`src/rtl/jtag_pkg.sv`:
```
// Shared types and TAP walk constants for the JTAG scan master.
package jtag_pkg;

  typedef enum logic [1:0] {
    CMD_RESET    = 2'd0,
    CMD_SCAN_IR  = 2'd1,
    CMD_SCAN_DR  = 2'd2,
    CMD_RUN_IDLE = 2'd3
  } jtag_cmd_t;

  typedef enum logic [2:0] {
    IDLE, TLR_SEQ, PRE, SHIFT, POST, RTI_CYC, RESP
  } scan_master_st_t;

  // IEEE 1149.1 controller states, for any debug model of the target TAP
  typedef enum logic [3:0] {
    TAP_TLR, TAP_RTI, TAP_SEL_DR, TAP_CAP_DR, TAP_SH_DR, TAP_EX1_DR, TAP_PAU_DR, TAP_EX2_DR,
    TAP_UPD_DR, TAP_SEL_IR, TAP_CAP_IR, TAP_SH_IR, TAP_EX1_IR, TAP_PAU_IR, TAP_EX2_IR, TAP_UPD_IR
  } tap_ctrl_fsm_t;

  localparam int TLR_TMS_CYCLES = 5;
  localparam int IR_PRE_LEN     = 4;
  localparam int DR_PRE_LEN     = 3;
  localparam int POST_LEN       = 2;

endpackage

```
`src/rtl/jtag_tck_gen.sv`:
```
// TCK generator: CLK_DIV clk cycles low then CLK_DIV high, with edge strobes.
module jtag_tck_gen #(
  parameter int CLK_DIV = 2
) (
  input  logic clk,
  input  logic rst,
  input  logic en,
  output logic tck_o,
  output logic rise_pulse,
  output logic fall_pulse
);

  localparam int CW = (CLK_DIV > 1) ? $clog2(CLK_DIV) : 1;

  logic [CW-1:0] cnt;
  logic          wrap;

  // Strobes are high in the cycle whose closing edge toggles tck_o
  assign wrap       = en && (cnt == CW'(CLK_DIV - 1));
  assign rise_pulse = wrap && !tck_o;
  assign fall_pulse = wrap && tck_o;

  always_ff @(posedge clk) begin
    if (rst || !en) begin
      cnt   <= '0;
      tck_o <= 1'b0;
    end else if (wrap) begin
      cnt   <= '0;
      tck_o <= !tck_o;
    end else begin
      cnt <= cnt + 1'b1;
    end
  end

endmodule

```
`src/rtl/jtag_scan_master.sv`:
```
// Command-driven JTAG TAP sequencer; every walk starts and ends in Run-Test/Idle.
module jtag_scan_master
  import jtag_pkg::*;
#(
  parameter int CLK_DIV  = 2,
  parameter int MAX_BITS = 64,
  parameter int LEN_W    = 7
) (
  input  logic                clk,
  input  logic                rst,
  input  logic                cmd_valid,
  output logic                cmd_ready,
  input  logic [1:0]          cmd_type,
  input  logic [LEN_W-1:0]    cmd_len,
  input  logic [MAX_BITS-1:0] cmd_data,
  output logic                rsp_valid,
  input  logic                rsp_ready,
  output logic [MAX_BITS-1:0] rsp_data,
  output logic                tck_o,
  output logic                tms_o,
  output logic                tdi_o,
  input  logic                tdo_i,
  output logic                busy
);

  scan_master_st_t     state, state_n;
  jtag_cmd_t           op, op_n;
  logic [LEN_W-1:0]    len, len_n, cnt, cnt_n;
  logic [MAX_BITS-1:0] data, data_n, cap, cap_n;
  logic                tms, tms_n, tdi, tdi_n, synced, synced_n;
  logic                rise, fall;

  assign busy      = (state != IDLE) && (state != RESP);
  assign rsp_valid = (state == RESP);
  assign cmd_ready = !busy && !rsp_valid;
  assign rsp_data  = cap;
  assign tms_o     = tms;
  assign tdi_o     = tdi;

  jtag_tck_gen #(.CLK_DIV(CLK_DIV)) u_tck (
    .clk(clk), .rst(rst), .en(busy), .tck_o(tck_o), .rise_pulse(rise), .fall_pulse(fall)
  );

  function automatic int pre_len(jtag_cmd_t o);
    return (o == CMD_SCAN_IR) ? IR_PRE_LEN : DR_PRE_LEN;
  endfunction

  // Phase that follows the TAP reset prefix (or starts directly when synced)
  function automatic scan_master_st_t body_st(jtag_cmd_t o, logic [LEN_W-1:0] l);
    case (o)
      CMD_RESET:    return RESP;
      CMD_RUN_IDLE: return (l == '0) ? RESP : RTI_CYC;
      default:      return PRE;
    endcase
  endfunction

  function automatic scan_master_st_t next_st(scan_master_st_t s, jtag_cmd_t o,
                                              logic [LEN_W-1:0] l);
    case (s)
      TLR_SEQ: return body_st(o, l);
      PRE:     return SHIFT;
      SHIFT:   return POST;
      default: return RESP;
    endcase
  endfunction

  function automatic logic [LEN_W-1:0] last_cnt(scan_master_st_t s, jtag_cmd_t o,
                                                logic [LEN_W-1:0] l);
    case (s)
      TLR_SEQ:        return LEN_W'(TLR_TMS_CYCLES);
      PRE:            return LEN_W'(pre_len(o) - 1);
      SHIFT, RTI_CYC: return l - 1'b1;
      POST:           return LEN_W'(POST_LEN - 1);
      default:        return '0;
    endcase
  endfunction

  // {tms, tdi} for step c of phase s
  function automatic logic [1:0] drive(scan_master_st_t s, logic [LEN_W-1:0] c, jtag_cmd_t o,
                                       logic [LEN_W-1:0] l, logic [MAX_BITS-1:0] d);
    logic [MAX_BITS-1:0] sh;
    sh = d >> c;
    case (s)
      TLR_SEQ: return {c < LEN_W'(TLR_TMS_CYCLES), 1'b0};
      PRE:     return {c < LEN_W'(pre_len(o) - 2), 1'b0};
      SHIFT:   return {c == l - 1'b1, sh[0]};
      POST:    return {c == '0, 1'b0};
      default: return 2'b00;
    endcase
  endfunction

  always_comb begin
    state_n  = state;
    op_n     = op;
    len_n    = len;
    data_n   = data;
    cap_n    = cap;
    cnt_n    = cnt;
    tms_n    = tms;
    tdi_n    = tdi;
    synced_n = synced;
    case (state)
      IDLE: if (cmd_valid) begin
        op_n   = jtag_cmd_t'(cmd_type);
        len_n  = cmd_len;
        if (op_n != CMD_RUN_IDLE) begin
          if (cmd_len == '0) len_n = LEN_W'(1);
          else if (cmd_len > LEN_W'(MAX_BITS)) len_n = LEN_W'(MAX_BITS);
        end
        data_n  = cmd_data;
        cap_n   = '0;
        cnt_n   = '0;
        state_n = (op_n == CMD_RESET || !synced) ? TLR_SEQ : body_st(op_n, len_n);
        {tms_n, tdi_n} = drive(state_n, '0, op_n, len_n, data_n);
      end
      RESP: if (rsp_ready) state_n = IDLE;
      default: begin
        if (rise && state == SHIFT) cap_n = cap | (MAX_BITS'(tdo_i) << cnt);
        if (fall) begin
          if (cnt == last_cnt(state, op, len)) begin
            if (state == TLR_SEQ) synced_n = 1'b1;
            state_n = next_st(state, op, len);
            cnt_n   = '0;
          end else begin
            cnt_n = cnt + 1'b1;
          end
          {tms_n, tdi_n} = drive(state_n, cnt_n, op, len, data);
        end
      end
    endcase
  end

  always_ff @(posedge clk) begin
    if (rst) begin
      state  <= IDLE;
      op     <= CMD_RESET;
      len    <= '0;
      data   <= '0;
      cap    <= '0;
      cnt    <= '0;
      tms    <= 1'b1;
      tdi    <= 1'b0;
      synced <= 1'b0;
    end else begin
      state  <= state_n;
      op     <= op_n;
      len    <= len_n;
      data   <= data_n;
      cap    <= cap_n;
      cnt    <= cnt_n;
      tms    <= tms_n;
      tdi    <= tdi_n;
      synced <= synced_n;
    end
  end

endmodule

```
`config.mk`:
```
export PLATFORM = sky130hd
export DESIGN_NAME = jtag_scan_master
export DESIGN_NICKNAME = d
export VERILOG_FILES = /design/src/rtl/jtag_pkg.sv /design/src/rtl/jtag_tck_gen.sv /design/src/rtl/jtag_scan_master.sv
export SDC_FILE = /design/constraint.sdc
export NUM_CORES = 1
export LEC_CHECK = 0
export BUFFER_PORTS_ARGS = -buffer_cell sky130_fd_sc_hd__buf_4
export CAP_MARGIN = 10
export CORE_ASPECT_RATIO = 1.1
export CORE_UTILIZATION = 54
export CTS_BUF_LIST = sky130_fd_sc_hd__clkbuf_8 sky130_fd_sc_hd__clkbuf_16
export CTS_CLUSTER_DIAMETER = 80
export DETAILED_ROUTE_END_ITERATION = 10
export PLACE_DENSITY = 0.91
export SYNTH_ARGS = -nofsm -noshare
export SYNTH_HDL_FRONTEND = slang
export SYNTH_SLANG_ARGS = --single-unit
```
`constraint.sdc`:
```
create_clock -name clk -period 5 [get_ports clk]
set_input_delay 0.5 -clock clk [delete_from_list [all_inputs] [get_ports clk]]
set_output_delay 0.5 -clock clk [all_outputs]
set_load 0.03 [all_outputs]
```
# Word level (Yosys, flattened, before mapping)
# Index checks and enable logic that the tools add are counted.
# word_totals
ff_bits,152
in_bits,78
out_inout_bits,70
elab_cells,126
# op_classes
addsub,7
n_lt_le_gt_ge,4
n_eq_ne,24
shifts,2
mux,42
n_bitwise,3
reduce_logical,33
# op_table
cell,count
2-to-1 mux 64 bit,2
one-hot mux 64 bit (2 select lines),1
2-to-1 mux 7 bit,12
bitwise OR 64 bit,1
left shift 1 x 7 -> 64 bit,1
>> shifter 64 x 7 -> 1 bit,1
zero test 7 bit,5
2-to-1 mux 3 bit,11
one-hot mux 7 bit (4 select lines),1
"equality test 3 x 2 -> 1 bit, second input constant",6
one-hot mux 3 bit (2 select lines),3
"equality test 3 bit, second input constant",5
equality test 7 bit,2
one-hot mux 7 bit (2 select lines),1
"subtractor 7 x 1 -> 7 bit, second input constant",2
"equality test 3 x 1 -> 1 bit, second input constant",3
one-hot mux 3 bit (3 select lines),1
AND reduction 3 bit,3
one-hot mux 2 bit (4 select lines),1
OR reduction 2 bit,4
"subtractor 3 x 2 -> 4 bit, second input constant",2
"adder 7 x 1 -> 7 bit, second input constant",1
"> comparator 7 bit, second input constant",1
"< comparator 1 x 7 -> 1 bit, first input constant",1
23 further kinds,44

# Longest topological paths before layout
# logic_depth
ltp_word,17
mapped_depth,18
mapped_depth_nobuf,15

# Cells and area by module
# From an unflattened synthesis, not the netlist that was laid out.
# unflattened
hier_cells,711
hier_area_um2,6467.5
# modules_own_cells
module,instances,cells_each,area_per_inst_um2,seq_area_each_um2
jtag_scan_master,1,702,6389.9,3002.9
jtag_tck_gen,1,9,77.6,40.0

# Least setup slack after synthesis
# OpenSTA, ideal clock, no wires.
# synth_timing
path_type,reg-to-reg
from,register state[1]
to,register tms (netlist: tms_o)
setup_ps,75
t_arrival_ps,4030
required_ps,4925
slack_ps,895
stages_incl_launch_ff,17
n_path_buf,3
period_less_slack_ps,4105
cell_sequence,dfxtp_1 > clkbuf_1 > nor3_1 > a211oi_1 > xnor2_1 > a2111oi_4 > nand4_1 > buf_6 > buf_6 > and2_1 > ha_1 > nor2_1 > nand3_1 > or4_1 > mux2i_1 > a2111oi_4 > o22ai_1
# synth_between
elab_chain_cells,13
word_cells_on_any_way,39
classes_between,order compare (2); eq/ne (14); mux (13); bitwise (1); reduce/logical (9)
# synth_rtl
element,line_no,rtl
start: declaration,jtag_scan_master.sv:26,"scan_master_st_t state, state_n;"
start signal: assignment,jtag_scan_master.sv:145,state <= state_n;
equality test 3 x 2 -> 1 bit / equality test 3 bit (equally long branches),"jtag_scan_master.sv:59, jtag_scan_master.sv:69",
OR reduction 2 bit,jtag_scan_master.sv:69,case (s)
one-hot mux 7 bit (4 select lines),jtag_scan_master.sv:69,
2-to-1 mux 7 bit,jtag_scan_master.sv:119,if (fall) begin
2-to-1 mux 7 bit,jtag_scan_master.sv:102,case (state)
equality test 7 bit,jtag_scan_master.sv:120,"if (cnt == last_cnt(state, op, len)) begin"
2-to-1 mux 7 bit / 2-to-1 mux 3 bit (equally long branches),jtag_scan_master.sv:120,
2-to-1 mux 7 bit / 2-to-1 mux 3 bit (equally long branches),jtag_scan_master.sv:119,
2-to-1 mux 7 bit / 2-to-1 mux 3 bit (equally long branches),jtag_scan_master.sv:102,
< comparator 7 bit (tied with other cells),jtag_scan_master.sv:85,"PRE: return {c < LEN_W'(pre_len(o) - 2), 1'b0};"
one-hot mux 2 bit (4 select lines),jtag_scan_master.sv:83,case (s)
2-to-1 mux 1 bit,jtag_scan_master.sv:119,
one-hot mux 1 bit (2 select lines),jtag_scan_master.sv:102,
end signal: assignment,jtag_scan_master.sv:151,tms <= tms_n;
end: declaration,jtag_scan_master.sv:30,"logic tms, tms_n, tdi, tdi_n, synced, synced_n;"
# Several ways; a longest one is shown, not always the timed one. The select of a mux whose other input is x is not followed.
# A chain may end at the register's enable or synchronous reset.

# Worst setup path after layout
# layout_timing
from,register state[0]
to,register tms (netlist: tms_o)
# The elaborated chain is that of the path after synthesis.

==> out/results.ini <==
[timing]
post-route-min-period_ns=3.727
tns_ns=0
maxSlewViolCount=0
rsz0062_at_grt=false
setup_viol=0
tightest_slew_ns=1.257
min_period_over_period_pct=74.53
relSlewSlack_pct=15.58
fmax_mhz=268.3
finalClockSkew_ns=0.01003
timing.hold.ws_ns=0.2782
hold_viol=0

[global_routing]
grt_start_max_net_pins=70
grt_overflow=0
grt_pass1_wl_microns=27450
antenna_found_initial=0
grt_pass1_vias=5578
grt_use_total_pct=28.52

[drt]
first_pass_iters=5
wl_microns=17610
drt_iter0_drc=535
drc=0
ant_nets=0
viasPerCell=5.997
wl_per_cell_microns=17.79
vias=5937

[logic_synthesis]
synth_cells=701
syn-num-nets=788
yosysWarnings=0
asyncSetResetFlopFracSynth_pct=0
seq_area_frac_synth_pct=46.89
synth_edf_count=0
synth.distinct_cells=59
ys.flop_type=dfxtp_1
ys_ff_latch=152
syn_area_sq_mm=0.006490
avgSynthCellArea_sq_um=9.258

[worst_setup_path]
cp-start-kind=flop
cp-end-kind=flop
path_class=flop to flop
arrival_ns=4.08
worst-endpoint-required_ns=5.35
worst_r2r_path_depth=13
cp_max_fo=29

[placement]
portBuffers=147
dp_hpwl_microns=11800
place_congestion=0.9252

[clock_tree]
cts_buffer_depth=2
hold_buffers=0
postCtsSetupRepairBufs=0
cts.sinks=152
cts_resized=0
cts_tree=done
clk_latency_ns=0.43
cts-buffers-inserted=17
clk_pin_slew_ns=0.07
htreeDepth=4
cts-root-buf=clkbuf_16

[worst_hold_path]
min_path_type=input pin to flop
whs_path_depth=2

[floorplan]
core_sq_mm=0.01159
dieArea_sq_mm=0.01246
die_h_microns=117.0
die_x_microns=106.5
rows=41
start_util_pct=55.98
num_io_pins=148

[power]
power.density_mw_per_mm2=452.1
p_leak_uw=0.003346
ir_worst_vdd_mv=0.2396

[layout]
antenna_cells=0
n_fill_cell=824
nets=914
area_growth_pct=26.28
drive_above_1_share_pct=25.24

[run_status]
status=completed

[flow_run]
cap_violations=0

==> cell usage in the layout (no fill, tap or decap), drive strengths merged, types with 3 or more instances in the layout <==
| cell type | n |
|---|---|
| xor2 | 7 |
| nor3 | 16 |
| inv | 20 |
| buf | 153 |
| nand3 | 12 |
| a31oi | 3 |
| a2111oi | 4 |
| o21ai | 15 |
| nor2b | 6 |
| dfxtp | 152 |
| nand2 | 39 |
| mux2i | 4 |
| o22ai | 3 |
| a22o | 71 |
| nand2b | 7 |
| mux4 | 14 |
| clkinv | 8 |
| or4 | 4 |
| nor4 | 4 |
| a21oi | 87 |
| a211oi | 6 |
| and2 | 5 |
| ha | 9 |
| clkbuf | 17 |
| nand4 | 4 |
| nand3b | 4 |
| nor2 | 112 |
| xnor2 | 16 |
==> cell type report <==
| class | count | area, sq um | area share, % |
|---|---|---|---|
| timing repair buffer | 153 | 1149 | 14.02 |
| inverter | 15 | 56.30 | 0.6870 |
| clock inverter | 15 | 103.9 | 1.267 |
| tap | 150 | 187.7 | 2.290 |
| multi-input combinational | 488 | 3231 | 39.42 |
| clock buffer | 17 | 425.4 | 5.191 |
| sequential | 152 | 3043 | 37.13 |
==> worst paths after layout <==
check / start / endpoint / slack (ns)
worst max-delay path: state[0] / tms_o / 1.27
worst min-delay path: cmd_data[2] / data[2] / 0.28
worst max register to register: state[0] / tms_o / 1.27
worst min register to register: rsp_data[5] / rsp_data[5] / 0.47
==> cells by family (layout without fill, tap and decap cells) <==
logic type | after synthesis | count (layout) | synth area share, %
buffers and inverters | 61 | 200 | 3.779
flip-flops | 152 | 152 | 46.89
XOR/XNOR | 23 | 23 | 3.104
multiplexers | 18 | 18 | 5.475
AO/OA/AOI/OAI | 212 | 212 | 23.00
adder cells (fa/ha/maj) | 9 | 9 | 1.735
AND/OR/NAND/NOR | 226 | 226 | 16.02
==> state kept, by name, indices dropped and copies added (netlist names) <==
| signal | cells |
|---|---|
| data | 64 |
| cnt | 7 |
| u_tck.tck_o | 1 |
| synced | 1 |
| len | 7 |
| tdi_o | 1 |
| rsp_data | 64 |
| state | 3 |
| op | 2 |
| tms_o | 1 |
| u_tck.cnt | 1 |
==> worst max-delay path, stage by stage (launching register included) <==
cell       delay (ns)
dfxtp_1          0.92
o21bai_1         0.16
a211oi_1         0.34
xnor2_1          0.15
a2111oi_4        0.39
nand4_1          0.16
and2_1           0.21
ha_1             0.19
nor2_1           0.10
nand3_1          0.09
or4_1            0.43
mux2i_1          0.24
a2111oi_4        0.11
o22ai_1          0.15
==> synthesized netlist by cell type (all sizes together) (9+ instances only) <==
| cell type | number | share of area [%] |
|---|---|---|
| a21oi | 87 | 6.7 |
| a22o | 71 | 9.6 |
| buf | 11 | 0.89 |
| clkbuf | 35 | 2.0 |
| dfxtp | 152 | 47 |
| ha | 9 | 1.7 |
| inv | 15 | 0.87 |
| mux4 | 14 | 4.9 |
| nand2 | 39 | 2.3 |
| nand3 | 12 | 0.93 |
| nor2 | 112 | 6.5 |
| nor3 | 16 | 1.2 |
| o21ai | 15 | 1.2 |
| xnor2 | 16 | 2.2 |
==> per-stage QoR <==
step	area, sq um	util [%]	worst slack [ns]	total power [uW]	instances
after global routing	8195	70.69	1.047	3873	990
after detailed placement	7666	66.12	1.364	2545	958
final	8195	70.69	1.273	3705	990
after CTS	8195	70.69	1.321	3694	990
after global placement	7666	66.12	1.529	2518	958
after floorplan	6490	-	0.8952	2299	701
==> per-layer routing <==
metal	routed length (microns)	GRT usage, %	vias up
met5	0	0	-
met4	582	15.25	0
met3	1089	5.814	46
met2	8586	47.01	252
met1	7349	35.57	2841
li1	-	-	2798
==> report_power, final <==
part	switching (uW)	leakage [uW]	total [uW]	internal, uW
clock network	525	0.000266	1160	635
registers	146	0.00124	1510	1360
logic	585	0.00184	1030	449
(Power assumes the default switching activity.)
